`src/rtl/arbiter_client.sv`:
```
// Requester-side companion to a fixed-priority arbiter: per-channel pending
// counters, registered burst ownership, and a sticky grant-protocol error flag.
module arbiter_client #(
  parameter int N  = 16,
  parameter int CW = 4,
  parameter int BW = 4
) (
  input  logic          clk,
  input  logic          nreset,
  input  logic [N-1:0]  push,
  input  logic [BW-1:0] burst,
  output logic [N-1:0]  request,
  input  logic [N-1:0]  grant,
  output logic [N-1:0]  active,
  output logic [N-1:0]  done,
  output logic [N-1:0]  pending_full,
  output logic          error
);

  localparam logic [CW-1:0] PEND_MAX = '1;

  logic [BW-1:0] cnt_q;
  logic          idle;
  logic          last;
  logic          win_open;
  logic          grant_onehot;
  logic          grant_legal;
  logic          accept;
  logic          violation;

  assign idle     = (active == '0);
  assign last     = !idle && (cnt_q == '0);
  assign win_open = idle || last;
  assign done     = active & {N{last}};

  // A grant is only legal for a single channel that is currently requesting;
  // request is already gated by win_open, so a grant while busy is illegal too.
  assign grant_onehot = (grant != '0) && ((grant & (grant - N'(1))) == '0);
  assign grant_legal  = ((grant & ~request) == '0);
  assign accept       = grant_onehot && grant_legal && win_open;
  assign violation    = (grant != '0) && !(grant_onehot && grant_legal);

  // NOTE: sequential state uses non-blocking assignments so every flop samples
  // the pre-edge values of its neighbours regardless of statement order.
  always_ff @(posedge clk or negedge nreset) begin
    if (!nreset) begin
      active <= '0;
      cnt_q  <= '0;
    end else if (accept) begin
      active <= grant;
      cnt_q  <= burst;
    end else if (last) begin
      active <= '0;
    end else if (!idle) begin
      cnt_q <= cnt_q - BW'(1);
    end
  end

  always_ff @(posedge clk or negedge nreset) begin
    if (!nreset) begin
      error <= 1'b0;
    end else if (violation) begin
      error <= 1'b1;
    end
  end

  for (genvar i = 0; i < N; i++) begin : g_chan
    logic [CW-1:0] pending_q;
    logic          inc;
    logic          dec;

    assign inc             = push[i] && !pending_full[i];
    assign dec             = accept && grant[i];
    assign request[i]      = (pending_q != '0) && win_open;
    assign pending_full[i] = (pending_q == PEND_MAX);

    // NOTE: the pending counters are flops, not RAM, so they take the async
    // reset like all other state; queued work must vanish on nreset.
    always_ff @(posedge clk or negedge nreset) begin
      if (!nreset) begin
        pending_q <= '0;
      end else if (inc && !dec) begin
        pending_q <= pending_q + CW'(1);
      end else if (dec && !inc) begin
        pending_q <= pending_q - CW'(1);
      end
    end
  end

endmodule

```
`config.mk`:
```
export PLATFORM = sky130hd
export DESIGN_NAME = arbiter_client
export DESIGN_NICKNAME = d
export VERILOG_FILES = /design/src/rtl/arbiter_client.sv
export SDC_FILE = /design/constraint.sdc
export NUM_CORES = 1
export LEC_CHECK = 0
export ABC_AREA = 1
export CAP_MARGIN = 0
export CORE_MARGIN = 3
export CORE_UTILIZATION = 35
export CTS_CLUSTER_DIAMETER = 200
export DETAILED_ROUTE_END_ITERATION = 10
export MAX_ROUTING_LAYER = met4
export PLACE_DENSITY = 0.67
export SLEW_MARGIN = 20
export SYNTH_ARGS = -nofsm -noshare
export SYNTH_HDL_FRONTEND = slang
export SYNTH_SLANG_ARGS = --single-unit
```
`constraint.sdc`:
```
create_clock -name clk -period 4.2 [get_ports clk]
set_input_delay 0.63 -clock clk [delete_from_list [all_inputs] [get_ports clk]]
set_output_delay 0.63 -clock clk [all_outputs]
set_load 0.03 [all_outputs]
```
==> results of run 1 <==
## Yosys cell counts (all sizes together)
master,count
nand2,196
inv,153
nor2,139
dfrtp,85
nand3,54
ha,49
xnor2,32
nand4,27
o21ai,23
xor2,18
a211oi,16
a21oi,16
fa,16
nor4,16
buf,7
clkbuf,3
nor3,2
nor3b,2
and2,1
nand3b,1
o21bai,1
or2,1
## kinds of logic (layout without fill, tap and decap cells)
| group | after synthesis | after routing | synth area share [%] |
|---|---|---|---|
| compound gates | 56 | 56 | 5.02 |
| xor+xnor | 50 | 50 | 6.81 |
| fa+ha+maj | 65 | 65 | 14.5 |
| buf+inv | 163 | 292 | 10.7 |
| flops | 85 | 85 | 33.1 |
| simple gates | 439 | 439 | 29.8 |
## routing by layer
layer | share of wire (%) | vias up | track usage (%)
li1 | - | 2959 | -
met1 | 48 | 2610 | 22.5
met2 | 45 | 148 | 27.8
met3 | 6.1 | 19 | 3.74
met4 | 1.5 | 0 | 4.29
met5 | 0 | - | -
## layout make-up
cell class,instances,area share (%)
clock buffers,13,3.23
clock inverters,3,0.248
inverters,153,7.12
multi-input cells,610,44.8
flip-flops and latches,85,26.4
well taps,225,3.49
repair buffers,123,14.7
## worst max-delay path: cells and delay by family
| family | cells | cell delay, ns |
|---|---|---|
| and+or+nand+nor | 14 | 1.67 |
| AOI/OAI and AO/OA | 1 | 0.23 |
| xor gates and xnor gates | 1 | 0.14 |
| adders and majority gates | 2 | 0.53 |
| buffers and inverters | 4 | 0.81 |
## per-stage QoR
step / worst slack (ns) / hold slack (ns) / instance area [um2] / power [mW]
floorplan: 0.831 / 0.334 / 6430 / 3.25
global placement: 0.171 / 0.455 / 7780 / 3.81
detailed placement: 0.106 / 0.458 / 7780 / 3.88
CTS: 0.476 / 0.407 / 8060 / 4.67
global route: 0.0821 / 0.445 / 8060 / 5.12
finish: 0.444 / 0.371 / 8060 / 4.63
## worst max-delay path by stage
stage	from	end	slack, ns	cells after the start
floorplan	grant[0]	g_chan[9].pending_q[3]$_DFFE_PN0P_	0.83	21
global placement	grant[0]	g_chan[1].pending_q[3]$_DFFE_PN0P_	0.17	19
detailed placement	grant[0]	g_chan[1].pending_q[3]$_DFFE_PN0P_	0.11	19
CTS	grant[0]	g_chan[1].pending_q[3]$_DFFE_PN0P_	0.48	19
global route	active[0]$_DFFE_PN0P_	g_chan[15].pending_q[3]$_DFFE_PN0P_	0.08	23
finish	grant[0]	g_chan[1].pending_q[3]$_DFFE_PN0P_	0.44	22
## registers in the layout, indices dropped and copies added (netlist names)
| signal | cells |
|---|---|
| g_chan.pending_q | 64 |
| active | 16 |
| cnt_q | 4 |
| error | 1 |
## power breakdown
group	internal [mW]	leakage (nW)	switching [mW]	total [mW]
logic	1.02	2.83	1.38	2.40
registers	1.17	1.02	0.289	1.46
clock network	0.433	0.132	0.337	0.770
==> results.yml, run 1 <==
outcome:
  status: "completed"
clock_tree:
  cts.sinks: 85
  cts.htree.levels: 3
  cts-root-buf: "clkbuf_16"
  cts_max_path_buffers: 2
  ctsResizeCount: 0
  ctsHoldBuffers: 0
  cts_buffers: 9
  clock_latency_ns: 0.35
  cts_setup_buffers: 0
  path_clk_slew_ns: 0.07
  cts_tree: "built"
sta:
  fin_crit_ns: 3.76
  setup_viol: 0
  worstMarginPinSlew_ns: 0.957
  skew_ns: 0.0113
  drv_slew: 0
  fin_tns_setup_ns: 0
  max-slew-margin-rel_pct: 36.0
  hold_viol: 0
  fmax_mhz: 266
  grt_setup_unrepaired: "no"
  period_share_pct: 89.4
die:
  num_io_pins: 103
  start_util_pct: 36.4
  die_x_um: 142
  fp.dieArea_mm2: 0.0200
  die_y_um: 142
  rows: 48
  coreArea_mm2: 0.0177
cells_and_area:
  drive_gt1_share_pct: 5.88
  final_common_cell: "nand2_1"
  fillers: 1791
  final_core_util_pct: 45.7
  regArea_mm2: 0.00213
  nets: 1085
  multi_input_area_mm2: 0.00361
  final_cells: 1212
  diodes: 0
  areaGrowthSynthToFinish_pct: 25.4
  final_cell_mix: "nand2_1 (185), inv_1 (152), nor2_1 (135)"
setup_path:
  required_ns: 4.44
  crit_path_cell_trace: "clkdlybuf4s50_1 > nor2_1 > nand2_2 > nor2_4 > nand3_1 > nand2_1 > inv_2 > nor3b_2 > nand4_1 > nor3b_4 > buf_12 > nand3_1 > ha_1 > inv_1 > ha_1 > nand2_1 > nor2_1 > a211oi_1 > nor2_1 > nor2_1 > nand2_1 > xor2_1"
  crit_type: "input port to flip-flop"
  r2r_end: "g_chan[15].pending_q[3]$_DFFE_PN0P_"
  slowest_stage: "clkdlybuf4s50_1"
  reg2regPathDepth: 23
  r2r_slack_ns: 0.49
  crit_fanout: 16
  worstPathArrival_ns: 3.99
  r2r-start: "active[0]$_DFFE_PN0P_"
  end_kind: "flip-flop"
  cpMostUsedCell: "nor2_1"
  cp_slowest_stage_delay_ns: 0.46
  worstSetupStartpointType: "input port"
grt:
  grt_pass1_vias: 5589
  grtUsageTotal_pct: 17.3
  overflow: 0
  antenna_found_initial: 0
  grt_pass1_wl_um: 27200
  grt_max_degree: 64
synthesis:
  syn_nets: 961
  synth-warning-count: 0
  yosysUniqueCellTypes: 35
  syn_avg_cell_area_um2: 7.49
  netlist_area_mm2: 0.00643
  synth.largest_area_cell: "dfrtp_1"
  synthTopCellsByArea: "dfrtp_1 (33%), nand2_1 (11%), ha_1 (9.5%)"
  syn_inst: 858
  synth_top_area_share_pct: 33.1
  ys_seq_area_share_pct: 33.1
  synth-seq-cells: 85
route:
  drt_first_pass_iters: 4
  drc: 0
  drt-total-wl_um: 16300
  ant_nets: 0
  vias: 5736
  drt_iter0_drc: 276
  wl_per_cell_um: 13.4
  routed_via_density: 4.73
job:
  max_cap_viol_count: 0
placement:
  place_inst: 1196
  port_buffers: 102
  dpl.hpwl_um: 12800
  gp_congestion: 0.944
pwr:
  p_leak_nw: 3.99
  ir_drop_uv: 266
  power.density_mw_per_mm2: 574
min_path:
  hold_class: "input port to async pin"
(Power assumes the default switching activity.)
==> run 2, diff against run 1 <==
--- a/config.mk
+++ b/config.mk
@@ -8,11 +8,12 @@
 export ABC_AREA = 1
 export CAP_MARGIN = 0
 export CORE_MARGIN = 3
-export CORE_UTILIZATION = 35
+export CORE_UTILIZATION = 55
 export CTS_CLUSTER_DIAMETER = 200
 export DETAILED_ROUTE_END_ITERATION = 10
 export MAX_ROUTING_LAYER = met4
-export PLACE_DENSITY = 0.67
+export PLACE_DENSITY = 0.93
+export SKIP_CTS_REPAIR_TIMING = 1
 export SLEW_MARGIN = 20
 export SYNTH_ARGS = -nofsm -noshare
 export SYNTH_HDL_FRONTEND = slang
==> run 2 against run 1 <==
  * Setup slack worse by 0.18 ns
  * Combinational power up 4%
  * Clock power down 4.2%
  * Register-to-register slack worse by 0.18 ns
  * Critical path type unchanged
  * Critical endpoint is now g_chan[0].pending_q[3]$_DFFE_PN0P_
  * Largest cell class unchanged
==> results.yml, run 2 (synthesis gave the netlist of run 1 again) <==
placement:
  dpl.hpwl_um: 12100
  port_buffers: 102
  gp_congestion: 0.995
  place_inst: 1109
pwr:
  p_leak_nw: 3.98
  power.share.combinational_pct: 53.0
  intPower_mw: 2.62
  netSwitchingPower_mw: 2.08
  netSwitchingFraction_pct: 44.2
  ir_drop_uv: 291
  power.density_mw_per_mm2: 593
  p_clk_share_pct: 15.7
  pwr-share-seq_pct: 31.3
sta:
  setup_viol: 0
  fmax_mhz: 254
  holdWs_ns: 0.348
  grt_setup_unrepaired: "no"
  fin_crit_ns: 3.94
  worstMarginPinSlew_ns: 0.789
  fin_tns_setup_ns: 0
  max-slew-margin-rel_pct: 47.4
  drv_slew: 0
  skew_ns: 0.00411
  period_share_pct: 93.7
  hold_viol: 0
clock_tree:
  cts_tree: "built"
  path_clk_slew_ns: 0.06
  clock_latency_ns: 0.34
  cts_buffers: 9
  cts.sinks: 85
  cts-root-buf: "clkbuf_16"
  cts_max_path_buffers: 2
  cts.htree.levels: 3
die:
  start_util_pct: 57.8
  rows: 38
  die_x_um: 114
  coreArea_mm2: 0.0111
  num_io_pins: 103
  fp.dieArea_mm2: 0.0130
  die_y_um: 114
grt:
  grtUsageTotal_pct: 27.1
  grt_max_degree: 86
  grt_pass1_vias: 5967
  overflow: 0
  antenna_found_initial: 0
  grt_pass1_wl_um: 27700
route:
  wl_per_cell_um: 14.6
  drt-total-wl_um: 16400
  drt_iter0_drc: 511
  vias: 6075
  ant_nets: 0
  drt_first_pass_iters: 5
  drc: 0
  routed_via_density: 5.41
setup_path:
  worstSetupStartpointType: "input port"
  crit_type: "input port to flip-flop"
  cp-startpoint: "grant[0]"
  worstPathArrival_ns: 4.16
  end_kind: "flip-flop"
  r2r-start: "active[0]$_DFFE_PN0P_"
  required_ns: 4.43
  crit_fanout: 16
cells_and_area:
  final_common_cell: "nand2_1"
  diodes: 0
  final_cells: 1123
  nets: 1083
  top_regs: "g_chan.pending_q x64, active x16, cnt_q x4"
  regMostFlops: "g_chan.pending_q"
  areaGrowthSynthToFinish_pct: 23.4
  regArea_mm2: 0.00213
  final_cell_mix: "nand2_1 (185), inv_1 (152), nor2_1 (134)"
  largest_reg_flops: 64
  fillers: 814
  drive_gt1_share_pct: 5.70
  multi_input_area_mm2: 0.00361
job:
  max_cap_viol_count: 0
outcome:
  status: "completed"
min_path:
  hold_class: "input port to async pin"
run 2: cell types whose count changed in the layout (fill, tap and decap cells not counted), sizes merged:
cell	delta
buf	-2
clkinv	+1
clkinvlp	-2
clkbuf	-1
run 2: critical path, stage by stage:
cell and delay (ns):
clkdlybuf4s50_1 0.46, buf_4 0.18, o21ai_0 0.31, nand4_1 0.20
nor3b_2 0.20, nand4_1 0.14, nor3b_4 0.23, buf_12 0.17
nand3_1 0.09, ha_1 0.25, inv_1 0.13, ha_1 0.29
nand2_1 0.08, nor2_1 0.04, a211oi_1 0.34, nor2_1 0.07
nor2_1 0.10, nand2_1 0.08, xor2_1 0.14
run 2: through the flow:
stage	area, um2	worst slack (ns)	total power, mW	utilization, %
after floorplan	6430	0.831	3.25	-
after global placement	7660	0.170	3.75	68.9
after detailed placement	7660	0.0267	3.89	68.9
after CTS	7930	0.330	4.70	71.3
after global routing	7940	0.0162	5.11	71.3
final	7940	0.264	4.70	71.3
run 2: cell type report:
type	count	area share (%)
clock inverters	2	0.126
flip-flops and latches	85	26.8
well taps	140	2.21
repair buffers	121	14.8
multi-input cells	610	45.6
clock buffers	12	3.23
inverters	153	7.24
run 2: power groups by stage:
| stage | Clock (mW) | Combinational, mW | Sequential [mW] |
|---|---|---|---|
| 4_1_cts | 0.748 | 2.49 | 1.47 |
| 2_1_floorplan | 0 | 1.84 | 1.41 |
| 3_3_place_gp | 0 | 2.29 | 1.46 |
| 5_1_grt | 0.794 | 2.80 | 1.52 |
| 6_report | 0.738 | 2.49 | 1.47 |
| 3_5_place_dp | 0 | 2.41 | 1.48 |
run 2: layer usage:
| metal | GRT usage [%] | share of wire, % | vias to the layer above |
|---|---|---|---|
| li1 | - | - | 2955 |
| met1 | 33.6 | 41 | 2814 |
| met2 | 45.7 | 49 | 253 |
| met3 | 3.38 | 7.0 | 53 |
| met4 | 10.2 | 3.1 | 0 |
| met5 | - | 0 | - |
run 2: final timing paths:
path	endpoint	slack, ns	cells past startpoint
hold / removal	g_chan[9].pending_q[1]$_DFFE_PN0P_	0.35	1
min in group clk	g_chan[15].pending_q[3]$_DFFE_PN0P_	0.50	1
hold reg to reg	g_chan[15].pending_q[3]$_DFFE_PN0P_	0.50	1
setup / recovery	g_chan[0].pending_q[3]$_DFFE_PN0P_	0.26	19
setup reg to reg	g_chan[0].pending_q[3]$_DFFE_PN0P_	0.31	21
max in group asynchronous	cnt_q[3]$_DFFE_PN0P_	3.32	1
